<file path="config.mk">
export PLATFORM = sky130hd
export DESIGN_NAME = disk_xfer_seq
export DESIGN_NICKNAME = d
export VERILOG_FILES = /design/src/rtl/disk_xfer_seq_pkg.sv /design/src/rtl/disk_xfer_seq.sv
export SDC_FILE = /design/constraint.sdc
export NUM_CORES = 1
export LEC_CHECK = 0
export CORE_UTILIZATION = 35
export CTS_BUF_LIST = sky130_fd_sc_hd__clkbuf_8
export DETAILED_ROUTE_END_ITERATION = 12
export PLACE_DENSITY = 0.74
export SYNTH_ARGS = -nofsm -noshare
export SYNTH_HDL_FRONTEND = slang
export SYNTH_SLANG_ARGS = --single-unit
</file>
<file path="constraint.sdc">
create_clock -name qclk -period 2.4 [get_ports qclk]
set_clock_uncertainty 0.15 [all_clocks]
set_input_delay 0.48 -clock qclk [delete_from_list [all_inputs] [get_ports qclk]]
set_output_delay 0.48 -clock qclk [all_outputs]
set_load 0.005 [all_outputs]
</file>
<file path="src/rtl/disk_xfer_seq_pkg.sv">
// rtl/disk_xfer_seq_pkg.sv - shared sector size and sequencer state encoding for disk controllers
package disk_xfer_seq_pkg;

  // Words per disk sector and matching buffer address width.
  localparam int XS_SECTOR_WORDS = 256;
  localparam int XS_BUF_AW       = 8;

  // Transfer sequencer states, shared so RK/RL/RP controllers decode them alike.
  typedef enum logic [2:0] {
    XS_IDLE  = 3'd0,
    XS_SREQ  = 3'd1,
    XS_BUFRD = 3'd2,
    XS_DMA   = 3'd3,
    XS_PAD   = 3'd4,
    XS_FIN   = 3'd5
  } xs_state_e;

endpackage

</file>
<file path="src/rtl/disk_xfer_seq.sv">
// rtl/disk_xfer_seq.sv - sector-by-sector transfer sequencer between sector buffer and QBUS memory
module disk_xfer_seq
  import disk_xfer_seq_pkg::*;
#(
  parameter int ADDR_BITS    = 22,
  parameter int SECTOR_WORDS = XS_SECTOR_WORDS,
  parameter int BUF_AW       = XS_BUF_AW
) (
  input  logic                 qclk,
  input  logic                 init,
  input  logic                 start,
  input  logic                 wr_disk,
  input  logic [ADDR_BITS-1:0] ba_in,
  input  logic [15:0]          wc_in,
  input  logic                 inh_ba,
  input  logic                 abort,
  output logic                 busy,
  output logic                 done,
  output logic                 nxm_err,
  output logic [ADDR_BITS-1:0] ba_out,
  output logic [15:0]          wc_out,
  output logic                 sector_req,
  input  logic                 sector_ack,
  output logic [BUF_AW-1:0]    buf_addr,
  output logic                 buf_we,
  output logic [15:0]          buf_wdata,
  input  logic [15:0]          buf_rdata,
  output logic                 dma_req,
  output logic                 dma_write,
  output logic [ADDR_BITS-1:0] dma_addr,
  output logic [15:0]          dma_wdata,
  input  logic [15:0]          dma_rdata,
  input  logic                 dma_ack,
  input  logic                 dma_nxm
);

  xs_state_e            state_q, state_d;
  logic [ADDR_BITS-1:0] ba_q, ba_d;
  logic [15:0]          wc_q, wc_d;
  logic [BUF_AW-1:0]    widx_q, widx_d;
  logic                 wr_q, wr_d;
  logic                 nxm_q, nxm_d;
  logic                 rdph_q, rdph_d;   // BUFRD: 0 = address presented, 1 = data available
  logic [15:0]          wdata_q, wdata_d;

  logic [ADDR_BITS-1:0] ba_step;
  logic [15:0]          wc_inc;
  logic [BUF_AW-1:0]    widx_inc;

  assign ba_step  = inh_ba ? ba_q : ba_q + ADDR_BITS'(2);
  assign wc_inc   = wc_q + 16'd1;
  assign widx_inc = widx_q + BUF_AW'(1);

  assign ba_out    = ba_q;
  assign wc_out    = wc_q;
  assign nxm_err   = nxm_q;
  assign dma_wdata = wdata_q;

  // State and datapath registers; init clears everything at once.
  always_ff @(posedge qclk or posedge init) begin
    if (init) begin
      state_q <= XS_IDLE;
      ba_q    <= '0;
      wc_q    <= '0;
      widx_q  <= '0;
      wr_q    <= 1'b0;
      nxm_q   <= 1'b0;
      rdph_q  <= 1'b0;
      wdata_q <= '0;
    end else begin
      state_q <= state_d;
      ba_q    <= ba_d;
      wc_q    <= wc_d;
      widx_q  <= widx_d;
      wr_q    <= wr_d;
      nxm_q   <= nxm_d;
      rdph_q  <= rdph_d;
      wdata_q <= wdata_d;
    end
  end

  // Next-state and output decode; address/count advance only on a completed bus cycle.
  always_comb begin
    state_d    = state_q;
    ba_d       = ba_q;
    wc_d       = wc_q;
    widx_d     = widx_q;
    wr_d       = wr_q;
    nxm_d      = nxm_q;
    rdph_d     = rdph_q;
    wdata_d    = wdata_q;
    busy       = 1'b0;
    done       = 1'b0;
    sector_req = 1'b0;
    buf_addr   = '0;
    buf_we     = 1'b0;
    buf_wdata  = '0;
    dma_req    = 1'b0;
    dma_write  = 1'b0;
    dma_addr   = '0;

    case (state_q)
      XS_IDLE: begin
        if (start) begin
          ba_d    = ba_in & ~ADDR_BITS'(1);
          wc_d    = wc_in;
          wr_d    = wr_disk;
          nxm_d   = 1'b0;
          widx_d  = '0;
          rdph_d  = 1'b0;
          state_d = wr_disk ? XS_DMA : XS_SREQ;
        end
      end

      XS_SREQ: begin
        busy       = 1'b1;
        sector_req = ~sector_ack;
        if (abort) begin
          state_d = XS_FIN;
        end else if (sector_ack) begin
          widx_d = '0;
          rdph_d = 1'b0;
          if (wr_q) begin
            state_d = (wc_q == 16'd0) ? XS_FIN : XS_DMA;
          end else begin
            state_d = XS_BUFRD;
          end
        end
      end

      XS_BUFRD: begin
        busy     = 1'b1;
        buf_addr = widx_q;
        if (abort) begin
          state_d = XS_FIN;
        end else if (!rdph_q) begin
          rdph_d = 1'b1;
        end else begin
          wdata_d = buf_rdata;
          rdph_d  = 1'b0;
          state_d = XS_DMA;
        end
      end

      XS_DMA: begin
        busy      = 1'b1;
        dma_req   = 1'b1;
        dma_write = ~wr_q;
        dma_addr  = ba_q;
        buf_addr  = widx_q;
        if (dma_nxm) begin
          nxm_d   = 1'b1;
          state_d = XS_FIN;
        end else if (dma_ack) begin
          buf_we    = wr_q;
          buf_wdata = dma_rdata;
          wc_d      = wc_inc;
          ba_d      = ba_step;
          widx_d    = widx_inc;
          if (abort) begin
            state_d = XS_FIN;
          end else if (wr_q) begin
            if (widx_inc == '0)        state_d = XS_SREQ;
            else if (wc_inc == 16'd0)  state_d = XS_PAD;
            else                       state_d = XS_DMA;
          end else begin
            if (wc_inc == 16'd0)       state_d = XS_FIN;
            else if (widx_inc == '0)   state_d = XS_SREQ;
            else                       state_d = XS_BUFRD;
          end
        end
      end

      XS_PAD: begin
        busy = 1'b1;
        if (abort) begin
          state_d = XS_FIN;
        end else begin
          buf_addr = widx_q;
          buf_we   = 1'b1;
          widx_d   = widx_inc;
          if (widx_q == BUF_AW'(SECTOR_WORDS - 1)) state_d = XS_SREQ;
        end
      end

      XS_FIN: begin
        done    = 1'b1;
        state_d = XS_IDLE;
      end

      default: state_d = XS_IDLE;
    endcase
  end

endmodule

</file>
==> impl_metrics.env <==
export IMPL_outcome="finished with violations"
export IMPL_failed_checks="negative setup slack"
export IMPL_worstSetupPathType="reg2out"
export IMPL_pwr_share_clk_pct=10.0
export IMPL_crit_family="simple AND/OR/NAND/NOR gates"
export IMPL_max_cap_violations=0
export IMPL_seq_area_frac_synth_pct=36.5
export IMPL_dp_slack_ns=-0.409
export IMPL_fin_ws_ns=-0.114
export IMPL_synth_edf_count=0
export IMPL_firstDrtPassIters=4
export IMPL_numClockSinks=67
export IMPL_netlist_instances=569
export IMPL_final_common_cell="clkdlybuf4s50_1"
export IMPL_finalCritPeriodShare_pct=105
export IMPL_stdcell_count=992
export IMPL_wl_per_cell_um=16.2
export IMPL_die_width_um=117
export IMPL_wl_mm=16.1
export IMPL_synth_flop_cell="dfrtp_1"
export IMPL_grt_pass1_vias=5057
export IMPL_min_period_ns=2.51
export IMPL_seqPwrFrac_pct=25.4
export IMPL_grt_total_usage_pct=23.4
export IMPL_muxShareOfSynthArea_pct=5.07
export IMPL_final_setup_viol_count=18
export IMPL_switching_share_pct=41.0
export IMPL_hp_start="dma_wdata[15]$_DFFE_PP0P_"
export IMPL_drt_initial_drc_count=336
export IMPL_crit_required_ns=1.77
export IMPL_cts_root_buf="clkbuf_8"
export IMPL_regArea_um2=1690
export IMPL_whs_ns=0.356
export IMPL_nFillCells=1119
export IMPL_cp_end_kind="primary output"
export IMPL_fmax_mhz=398
export IMPL_max_stage_delay_ns=0.38
export IMPL_io_pins=186
export IMPL_drive_above_1_share_pct=28.9
export IMPL_synth_async_sr_flop_share_pct=100
export IMPL_yosysWarnings=0
export IMPL_routabilityCongestion=0.897
export IMPL_worstSetupStartpointType="flip-flop"
export IMPL_multi_input_area_um2=2780
export IMPL_synth_compound_area_share_pct=21.2
export IMPL_layout_common_cells="clkdlybuf4s50_1, a21oi_1, buf_4"
export IMPL_synth_fa_ha_area_share_pct=1.36
export IMPL_worstPathArrival_ns=1.88
export IMPL_hold_path_class="reg2reg"
export IMPL_io_buffers=182
export IMPL_yosys_area_share_simple_pct=27.5
export IMPL_crit_top_cell="buf_6"
export IMPL_intPower_mw=5.15
export IMPL_rr_startpoint="wc_out[3]$_DFFE_PP0P_"
export IMPL_drv_slew=0
export IMPL_cts_buffer_depth=2
export IMPL_powerDensity_nw_per_um2=1140
export IMPL_crit_fanout=4
export IMPL_vias=5279
export IMPL_rsz0062_at_grt="true"
export IMPL_r2r_setup_slack_ns=0.05
export IMPL_synthXorXnorAreaFrac_pct=1.14
export IMPL_power_mw=8.73
export IMPL_ys_types=69
export IMPL_coreArea_um2=12700
export IMPL_reg2regPathDepth=6
export IMPL_syn_to_final_growth_pct=66.7
export IMPL_drc=0
export IMPL_grt_overflow_total=0
export IMPL_switching_power_mw=3.58
export IMPL_viasPerCell=5.32
export IMPL_grt_first_pass_wirelength_mm=24.8
export IMPL_min_path_cells=1
export IMPL_comb_power_share_pct=64.6
export IMPL_hold_path_end="dma_wdata[15]$_DFFE_PP0P_"
export IMPL_n_antenna_cell=0
export IMPL_initial_core_util_pct=36.1
export IMPL_path_clk_slew_ns=0.07
export IMPL_grt_start_max_net_pins=68
export IMPL_ys_ff_latch=67
export IMPL_dp_cells=943
export IMPL_placementRows=41
export IMPL_syn_avg_cell_area_um2=8.07
export IMPL_cp_num_buf_inv=4
export IMPL_ir_drop_v=0.000630
export IMPL_dp_hpwl_mm=11.0
export IMPL_cp_cell_sequence="nand3b_1, nor3b_4, buf_4, buf_6, buf_6, and2_1, buf_2"
export IMPL_cts_tree="built"
export IMPL_syn_area_um2=4590
export IMPL_critPathSlowestCell="dfrtp_1"
export IMPL_finalNetCount=899
export IMPL_hold_viol=0
export IMPL_die_area_um2=13600
export IMPL_fin_util_pct=60.2
export IMPL_htree_num_levels=3
export IMPL_postRouteAntennaNets=0
export IMPL_postCtsHoldBufs=0
export IMPL_crit_reg2reg_capture="state_q[2]$_DFFE_PP0P_"
export IMPL_cts_made_buffers=9
export IMPL_synth_top_family_by_area="simple AND/OR/NAND/NOR gates"
export IMPL_clock_latency_ns=0.35
export IMPL_fp_dieH_um=117
export IMPL_power_leakage_nw=3.35
export IMPL_grt_antenna_before_repair=0
-- power groups by stage --
stage                     Sequential (mW)  Clock (mW)  Combinational, mW
after global routing                 2.30       0.940               6.14
after global placement               2.19           0               4.71
after detailed placement             2.22           0               4.81
after CTS                            2.22       0.889               5.56
final                                2.22       0.872               5.64
after floorplan                      2.11           0               2.42
-- routing by layer --
metal | track usage (%) | vias to the layer above | part of all wire [%]
li1 | - | 2512 | -
met1 | 29.3 | 2547 | 42
met2 | 40.8 | 212 | 49
met3 | 5.19 | 8 | 8.2
met4 | 5.49 | 0 | 0.62
met5 | 0 | - | 0
-- worst reg2reg max path, delay by kind of cell, from the launching register on --
kind             cells  cell delay (ns)
AND/OR/NAND/NOR      4             1.41
flip-flops           1             0.49
AO/OA/AOI/OAI        2             0.22
-- kinds of logic (layout without fill, tap and decap cells) --
family          after synthesis  after routing
compound gates              165            165
xor+xnor                      6              6
fa+ha+maj                     5              5
buf+inv                      64            314
flops                        67             67
mux                          21             21
other cells                   1              2
simple gates                240            240
-- state kept, by name, indices dropped and copies added, names as in the netlist --
name	flops
nxm_err	1
dma_wdata	16
wr_q	1
ba_out	21
wc_out	16
widx_q	8
rdph_q	1
state_q	3
-- area by class of cell --
class | instances | area share, %
clock inverter | 7 | 0.670
inverter | 21 | 1.18
sequential | 67 | 22.0
timing repair buffer | 277 | 35.5
tap | 172 | 2.81
multi-input combinational | 439 | 36.2
clock buffer | 9 | 1.62
-- worst max-delay path by stage --
stage,from,to,slack [ns],cells past startpoint
after floorplan,wc_out[0]$_DFFE_PP0P_,state_q[2]$_DFFE_PP0P_,-0.01,7
after global placement,abort,buf_addr[0],-0.40,5
after detailed placement,abort,buf_addr[0],-0.41,5
after CTS,state_q[2]$_DFFE_PP0P_,buf_wdata[9],-0.18,8
after global routing,state_q[2]$_DFFE_PP0P_,buf_wdata[7],-0.21,7
final,state_q[2]$_DFFE_PP0P_,buf_wdata[7],-0.11,7
-- Yosys cell counts, types with 2 or more instances --
library cell  count  area [um2]
dfrtp_1          67        1680
a21oi_1          65         325
nor2_1           57         214
nand2_1          49         184
o21ai_0          39         195
and2_1           31         194
nand3_1          27         135
clkbuf_1         23        86.3
o22ai_1          21         131
inv_1            20        75.1
mux2_2           18         203
nor3_1           15        75.1
nor2b_1          11        68.8
and3_1            9        56.3
a31oi_1           7        43.8
nor4_1            7        43.8
nand4_1           6        37.5
or3_1             6        37.5
buf_1             5        18.8
buf_2             5        25.0
ha_1              5        62.6
nor3b_1           5        37.5
clkbuf_8          4        55.1
xor2_1            4        35.0
a21o_1            3        22.5
buf_6             3        33.8
mux2i_1           3        30.0
o22a_1            3        26.3
or2_2             3        18.8
a2111oi_0         2        17.5
a211oi_1          2        15.0
a21boi_1          2        15.0
a22oi_1           2        15.0
a2bb2oi_1         2        17.5
buf_4             2        15.0
nor4_2            2        25.0
xnor2_1           2        17.5
-- metrics by stage --
stage               instance area (um2)  setup TNS (ns)
detailed placement                 6970          -10.56
finish                             7660          -0.885
global placement                   6970           -9.69
global route                       7660           -2.98
floorplan                          4610         -0.0111
CTS                                7590           -2.20
-- timing repair --
action	CTS	global route
setup buffers	28	5
setup endpoints to repair	52	53
pin swaps	19	11
cloned	7	0
gates resized for setup	232	53
Power figures use the tool's default switching activity.
